<file path="src/rtl/execute_pkg.sv">
// Shared types for the execute stage: ALU opcodes, FSM states and the multiplier cycle count.
package execute_pkg;

    typedef enum logic [3:0] {
        OP_ADD    = 4'b0000,
        OP_SUB    = 4'b0001,
        OP_AND    = 4'b0010,
        OP_OR     = 4'b0011,
        OP_XOR    = 4'b0100,
        OP_SLT    = 4'b0101,
        OP_SLTU   = 4'b0110,
        OP_SLL    = 4'b0111,
        OP_SRL    = 4'b1000,
        OP_SRA    = 4'b1001,
        OP_PASS_B = 4'b1010,
        OP_MUL    = 4'b1100,
        OP_MULHU  = 4'b1101
    } alu_op_e;

    typedef enum logic [1:0] {
        IDLE     = 2'd0,
        MUL_BUSY = 2'd1,
        MUL_DONE = 2'd2
    } exec_state_e;

    // MUL_CYCLES: one radix-2 step per operand bit.
    function automatic int mul_cycles(input int data_width);
        return data_width;
    endfunction

endpackage

</file>
<file path="src/rtl/iter_multiplier.sv">
// Radix-2 shift-add unsigned multiplier; only built when EXECUTE_MUL_EN is defined.
// The first partial product is folded into the start cycle so done pulses after mul_cycles()-1 more steps.
`ifdef EXECUTE_MUL_EN
module iter_multiplier
    import execute_pkg::*;
#(
    parameter int DATA_WIDTH = 32
) (
    input  logic                    clk,
    input  logic                    rst_n,
    input  logic                    start,
    input  logic [DATA_WIDTH-1:0]   a,
    input  logic [DATA_WIDTH-1:0]   b,
    output logic                    done,
    output logic [2*DATA_WIDTH-1:0] product
);

    localparam int CNT_W = $clog2(DATA_WIDTH);
    localparam logic [CNT_W-1:0] LAST = CNT_W'(mul_cycles(DATA_WIDTH) - 1);

    logic [2*DATA_WIDTH-1:0] mcand_q, prod_q;
    logic [DATA_WIDTH-1:0]   mplier_q;
    logic [CNT_W-1:0]        cnt_q;
    logic                    run_q, done_q;

    always_ff @(posedge clk or negedge rst_n) begin
        if (!rst_n) begin
            mcand_q  <= '0;
            prod_q   <= '0;
            mplier_q <= '0;
            cnt_q    <= '0;
            run_q    <= 1'b0;
            done_q   <= 1'b0;
        end else if (start) begin
            mcand_q  <= {{DATA_WIDTH{1'b0}}, a} << 1;
            mplier_q <= b >> 1;
            prod_q   <= b[0] ? {{DATA_WIDTH{1'b0}}, a} : '0;
            cnt_q    <= CNT_W'(1);
            run_q    <= 1'b1;
            done_q   <= 1'b0;
        end else if (run_q) begin
            prod_q   <= prod_q + (mplier_q[0] ? mcand_q : '0);
            mcand_q  <= mcand_q << 1;
            mplier_q <= mplier_q >> 1;
            cnt_q    <= cnt_q + CNT_W'(1);
            if (cnt_q == LAST) begin
                run_q  <= 1'b0;
                done_q <= 1'b1;
            end
        end else begin
            done_q <= 1'b0;
        end
    end

    assign done    = done_q;
    assign product = prod_q;

endmodule
`endif

</file>
<file path="src/rtl/execute_unit.sv">
// Handshaked execute stage: single-cycle ALU with registered result/eq and rd/reg_write forwarding.
// Define EXECUTE_MUL_EN to add MUL/MULHU through the iterative iter_multiplier.
module execute_unit
    import execute_pkg::*;
#(
    parameter int DATA_WIDTH     = 32,
    parameter int ALUCTRL_WIDTH  = 4,
    parameter int REG_ADDR_WIDTH = 5
) (
    input  logic                      clk,
    input  logic                      rst_n,
    input  logic                      in_valid,
    output logic                      in_ready,
    input  logic [DATA_WIDTH-1:0]     rs1_data,
    input  logic [DATA_WIDTH-1:0]     rs2_data,
    input  logic [DATA_WIDTH-1:0]     imm_ext,
    input  logic                      alu_src,
    input  logic [ALUCTRL_WIDTH-1:0]  alu_ctrl,
    input  logic [REG_ADDR_WIDTH-1:0] rd_addr,
    input  logic                      reg_write,
    output logic                      out_valid,
    input  logic                      out_ready,
    output logic [DATA_WIDTH-1:0]     alu_result,
    output logic [DATA_WIDTH-1:0]     write_data,
    output logic                      eq,
    output logic [REG_ADDR_WIDTH-1:0] rd_addr_out,
    output logic                      reg_write_out,
    output logic                      busy
);

    localparam int SHW = $clog2(DATA_WIDTH);

    exec_state_e               state_q;
    logic                      out_valid_q, eq_q, reg_write_q;
    logic [DATA_WIDTH-1:0]     alu_result_q, write_data_q;
    logic [REG_ADDR_WIDTH-1:0] rd_addr_q;

    logic [DATA_WIDTH-1:0] op2, alu_res;
    logic                  accept, out_fire;

    assign op2      = alu_src ? imm_ext : rs2_data;
    assign in_ready = (state_q == IDLE) && (!out_valid_q || out_ready);
    assign accept   = in_valid && in_ready;
    assign out_fire = out_valid_q && out_ready;

    always_comb begin
        alu_res = '0;
        case (alu_ctrl)
            ALUCTRL_WIDTH'(OP_ADD):    alu_res = rs1_data + op2;
            ALUCTRL_WIDTH'(OP_SUB):    alu_res = rs1_data - op2;
            ALUCTRL_WIDTH'(OP_AND):    alu_res = rs1_data & op2;
            ALUCTRL_WIDTH'(OP_OR):     alu_res = rs1_data | op2;
            ALUCTRL_WIDTH'(OP_XOR):    alu_res = rs1_data ^ op2;
            ALUCTRL_WIDTH'(OP_SLT):    alu_res = {{(DATA_WIDTH-1){1'b0}}, ($signed(rs1_data) < $signed(op2))};
            ALUCTRL_WIDTH'(OP_SLTU):   alu_res = {{(DATA_WIDTH-1){1'b0}}, (rs1_data < op2)};
            ALUCTRL_WIDTH'(OP_SLL):    alu_res = rs1_data << op2[SHW-1:0];
            ALUCTRL_WIDTH'(OP_SRL):    alu_res = rs1_data >> op2[SHW-1:0];
            ALUCTRL_WIDTH'(OP_SRA):    alu_res = $unsigned($signed(rs1_data) >>> op2[SHW-1:0]);
            ALUCTRL_WIDTH'(OP_PASS_B): alu_res = op2;
            default:                   alu_res = '0;
        endcase
    end

`ifdef EXECUTE_MUL_EN
    logic                    is_mul, mul_done, mul_hi_q;
    logic [2*DATA_WIDTH-1:0] mul_prod;

    assign is_mul = (alu_ctrl == ALUCTRL_WIDTH'(OP_MUL)) || (alu_ctrl == ALUCTRL_WIDTH'(OP_MULHU));
    assign busy   = (state_q == MUL_BUSY);

    iter_multiplier #(.DATA_WIDTH(DATA_WIDTH)) u_mul (
        .clk     (clk),
        .rst_n   (rst_n),
        .start   (accept && is_mul),
        .a       (rs1_data),
        .b       (op2),
        .done    (mul_done),
        .product (mul_prod)
    );
`else
    assign busy = 1'b0;
`endif

    always_ff @(posedge clk or negedge rst_n) begin
        if (!rst_n) begin
            state_q      <= IDLE;
            out_valid_q  <= 1'b0;
            eq_q         <= 1'b0;
            reg_write_q  <= 1'b0;
            alu_result_q <= '0;
            write_data_q <= '0;
            rd_addr_q    <= '0;
`ifdef EXECUTE_MUL_EN
            mul_hi_q     <= 1'b0;
`endif
        end else begin
            case (state_q)
                IDLE: begin
                    if (out_fire) out_valid_q <= 1'b0;
                    if (accept) begin
                        // Side-band fields are captured at accept even for a multiply; out_valid stays low until done.
                        eq_q         <= (rs1_data == op2);
                        write_data_q <= rs2_data;
                        rd_addr_q    <= rd_addr;
                        reg_write_q  <= reg_write;
`ifdef EXECUTE_MUL_EN
                        if (is_mul) begin
                            mul_hi_q <= (alu_ctrl == ALUCTRL_WIDTH'(OP_MULHU));
                            state_q  <= MUL_BUSY;
                        end else begin
                            alu_result_q <= alu_res;
                            out_valid_q  <= 1'b1;
                        end
`else
                        alu_result_q <= alu_res;
                        out_valid_q  <= 1'b1;
`endif
                    end
                end
`ifdef EXECUTE_MUL_EN
                MUL_BUSY: begin
                    if (mul_done) begin
                        alu_result_q <= mul_hi_q ? mul_prod[2*DATA_WIDTH-1:DATA_WIDTH]
                                                 : mul_prod[DATA_WIDTH-1:0];
                        out_valid_q  <= 1'b1;
                        state_q      <= MUL_DONE;
                    end
                end
                MUL_DONE: begin
                    if (out_fire) begin
                        out_valid_q <= 1'b0;
                        state_q     <= IDLE;
                    end
                end
`endif
                default: state_q <= IDLE;
            endcase
        end
    end

    assign out_valid     = out_valid_q;
    assign alu_result    = alu_result_q;
    assign write_data    = write_data_q;
    assign eq            = eq_q;
    assign rd_addr_out   = rd_addr_q;
    assign reg_write_out = reg_write_q;

endmodule

</file>
<file path="config.mk">
export PLATFORM = sky130hd
export DESIGN_NAME = execute_unit
export DESIGN_NICKNAME = d
export VERILOG_FILES = /design/src/rtl/execute_pkg.sv /design/src/rtl/iter_multiplier.sv /design/src/rtl/execute_unit.sv
export SDC_FILE = /design/constraint.sdc
export NUM_CORES = 1
export LEC_CHECK = 0
export CAP_MARGIN = 30
export CORE_MARGIN = 1.5
export CORE_UTILIZATION = 54
export CTS_CLUSTER_DIAMETER = 40
export DETAILED_ROUTE_END_ITERATION = 7
export PLACE_DENSITY_LB_ADDON = 0.12
export SYNTH_ARGS = -nofsm -noshare
export SYNTH_HDL_FRONTEND = slang
export SYNTH_HIERARCHICAL = 1
export SYNTH_SLANG_ARGS = --single-unit
</file>
<file path="constraint.sdc">
create_clock -name clk -period 5.5 [get_ports clk]
set_input_delay 1.375 -clock clk [delete_from_list [all_inputs] [get_ports clk]]
set_output_delay 1.375 -clock clk [all_outputs]
set_load 0.05 [all_outputs]
</file>
==> key figures <==
Status
  • Outcome: finished, final reports clean

Power and ir drop
  • Sw power: 1.61 mW
  • Maximum vdd ir drop: 181 uV
  • Static Leak: 6.56 nW
  • Pint: 1.83 mW
  • Pwr/cell area: 222 mW/mm^2
  • Switching Fraction: 46.8%
  • Clk pwr share: 22.6%
  • Sequential Power Share: 18.9%
  • Part of the power in combinational logic: 58.5%

Synthesis
  • Post-Syn Area: 0.0126 mm^2
  • Post-Synthesis Cells: 1667
  • FFs w/ async S/R, synth: 100%
  • Register bit count reported by yosys: 72
  • Synth cell types: 88
  • Post-synth top flop: dfrtp_1
  • Area contributors post-synth: dfrtp_1 (14%), ha_1 (9.7%), mux2i_1 (9.1%)
  • Sequential share of the synthesized area: 14.3%
  • Syn. warnings: 6
  • Cell type with the largest total area after synthesis: dfrtp_1
  • Synth top area share: 14.3%
  • Number of synthesized flops with an enable pin: 0
  • Synthesized Nets: 1878
  • Average cell area after synthesis: 7.56 um^2

Finish
  • Most frequent cells in the layout: clkdlybuf4s50_1 (181), nor2_1 (155), a21oi_1 (155)
  • Fillers: 1904
  • Share of cells above drive strength 1: 12.7%
  • Area Overhead vs Synth: 22.9%
  • Fin nets: 2043
  • Util after Layout: 68.0%
  • Commonest non-fill, non-tap cell in the layout: clkdlybuf4s50_1

Setup path
  • Worst setup SP type: input pin
  • R2R Path End: alu_result[23]
  • Crit path required time: 5.69 ns
  • CP arrival: 5.09 ns
  • Flop2flop setup slack: 2.94 ns
  • Critical R2R Launch: out_valid
  • Worst Setup End Kind: flip-flop
  • Worst r2r path cells: 8
  • WS Path Type: in -> reg
  • Crit-path max FO: 66

GRT
  • Vias in the first global route: 14609
  • Global-route wire length before repair: 87.2 mm
  • Initial antenna violation count: 3
  • GR Util All Layers: 47.5%
  • Total gr overflow: 0
  • Pin count of the biggest net entering global routing: 73

Drt
  • Average wire per cell in the routed design: 27.0 um
  • Vias: 15424
  • ANT nets after route: 0
  • DRC: 0
  • Drt initial violations: 2570
  • DR pass1 iterations: 7
  • DR vias/cell: 7.17
  • WL final: 58.1 mm

CTS
  • CTS Sinks: 72
  • Post-CTS setup buffer count: 0
  • Post_cts resized: 0
  • CTS Buf Count: 9
  • Root Buffer: clkbuf_16
  • CTS tree: built
  • Hold_buf cts: 0
  • CTS clk-pin slew, worst paths: 0.06 ns
  • Clock insertion delay at the later pin of the skew report: 0.36 ns
  • Bufs on Longest Clock Path: 2
  • H-tree depth: 3

STA
  • RSZ-0062 raised after global routing: no
  • Setup TNS: 0 ns
  • Final slew viol count: 0
  • Max-slew headroom: 27.3%
  • Min cycle time layout: 4.90 ns
  • Crit share post-route: 89.1%
  • Fin. Hold Viols: 0
  • Worst Max-Slew Pin Slew: 1.08 ns
  • Fmax: 204 MHz
  • Worst clock skew: 0.0112 ns
  • Hold WS: 0.491 ns
  • Final setup violation count: 0

Die
  • # IOs: 185
  • Starting Density: 55.3%
  • Die area: 0.0243 mm^2
  • Row cnt: 55
  • Die X: 156 um
  • DIE HEIGHT: 156 um
  • Core area: 0.0228 mm^2

Flow run
  • Max cap viols: 0

Placement
  • Port bufs: 183
  • Routability congestion estimate: 1.06
  • Dpl hpwl: 43.8 mm

Min path
  • Min-Delay Path Depth: 2
  • Hold Path Origin: alu_result[6]
  • End of the worst hold path: alu_result[6]
  • Worst hold path class: reg -> reg
layout make-up:
type | count | area [um^2] | area share (%)
multi-input cells | 1367 | 9910 | 64.0
clock buffers | 10 | 239 | 1.54
well taps | 313 | 392 | 2.53
diodes | 1 | 2.50 | 0.0162
inverters | 97 | 367 | 2.37
clock inverters | 5 | 129 | 0.832
repair buffers | 285 | 2650 | 17.1
flip-flops and latches | 72 | 1800 | 11.6
sequential cells by signal, indices dropped and copies added (netlist names):
register,cells
write_data,32
out_valid,1
rd_addr_out,5
alu_result,32
reg_write_out,1
eq,1
logic make-up (layout without fill, tap and decap cells):
| family | count (synthesis) | count (layout) | synth area share, % |
|---|---|---|---|
| flip-flops | 72 | 72 | 14.3 |
| adder cells (fa/ha/maj) | 100 | 100 | 10.0 |
| other | 1 | 2 | 0.0298 |
| multiplexers | 198 | 198 | 19.1 |
| AND/OR/NAND/NOR | 467 | 467 | 16.9 |
| AO/OA/AOI/OAI | 579 | 579 | 30.6 |
| buffers and inverters | 228 | 397 | 7.51 |
| XOR/XNOR | 22 | 22 | 1.53 |
per-stage QoR:
stage / cell area [um^2] / cells / power, mW / setup WS [ns]
3_5_place_dp: 15100 / 2133 / 2.58 / 0.427
6_report: 15500 / 2150 / 3.44 / 0.602
3_3_place_gp: 15100 / 2133 / 2.56 / 0.502
5_1_grt: 15500 / 2149 / 3.55 / 0.472
4_1_cts: 15500 / 2148 / 3.36 / 0.766
2_1_floorplan: 12600 / 1667 / 1.88 / 0.103
worst max-delay path by stage:
stage / start / endpoint / slack [ns] / cells past startpoint
6_report: alu_src / alu_result[12] / 0.60 / 12
5_1_grt: alu_src / alu_result[31] / 0.47 / 12
4_1_cts: alu_src / alu_result[21] / 0.77 / 13
3_5_place_dp: alu_src / alu_result[3] / 0.43 / 12
3_3_place_gp: alu_src / alu_result[21] / 0.50 / 13
2_1_floorplan: alu_src / alu_result[21] / 0.10 / 16
synth_stat cells, types with 5 or more instances:
| library cell | count |
|---|---|
| nand3_1 | 37 |
| a311oi_1 | 9 |
| clkbuf_1 | 79 |
| buf_2 | 25 |
| inv_1 | 91 |
| o21ai_0 | 102 |
| o31ai_1 | 17 |
| o21ai_1 | 5 |
| dfrtp_1 | 72 |
| nand4_1 | 11 |
| a211oi_1 | 22 |
| o211ai_1 | 35 |
| buf_4 | 7 |
| a22oi_1 | 19 |
| a21oi_1 | 156 |
| a22o_1 | 7 |
| nand2_1 | 137 |
| and2_1 | 5 |
| mux2_2 | 54 |
| nor4_1 | 15 |
| o21bai_1 | 14 |
| a221oi_1 | 23 |
| a31oi_1 | 27 |
| mux4_2 | 26 |
| nor2_1 | 155 |
| a32oi_1 | 8 |
| ha_1 | 98 |
| or3_1 | 6 |
| nand2b_1 | 21 |
| o2111ai_1 | 9 |
| xnor2_1 | 19 |
| nor2b_1 | 11 |
| o221ai_1 | 10 |
| and3_1 | 11 |
| a21o_1 | 20 |
| buf_1 | 16 |
| nor3_1 | 36 |
| a221o_1 | 9 |
| mux2i_1 | 114 |
| o22ai_1 | 25 |
| or4_1 | 5 |
layer usage:
| layer | up-vias | GRT usage, % | wire length (um) |
|---|---|---|---|
| met2 | 1323 | 68.9 | 23800 |
| met5 | - | 0 | 12 |
| met1 | 7240 | 61.5 | 21900 |
| li1 | 6580 | - | - |
| met4 | 2 | 24.9 | 3500 |
| met3 | 279 | 17.2 | 8840 |
worst max-delay path, stage by stage:
cell     delay [ns]
buf_2          0.14
buf_12         0.27
mux2i_4        0.36
buf_4          0.68
mux2i_1        0.41
mux2i_1        0.13
mux2i_1        0.38
nand2_1        0.10
o21ai_0        0.11
a21oi_1        0.09
o21ai_0        0.80
a22oi_1        0.16
power groups by stage:
stage / clock network, mW / registers [mW] / logic (mW)
6_report: 0.777 / 0.649 / 2.01
5_1_grt: 0.793 / 0.654 / 2.10
4_1_cts: 0.775 / 0.646 / 1.94
3_5_place_dp: 0 / 0.655 / 1.92
3_3_place_gp: 0 / 0.651 / 1.91
2_1_floorplan: 0 / 0.894 / 0.991
Note: power is estimated with default switching activity, not from simulation.
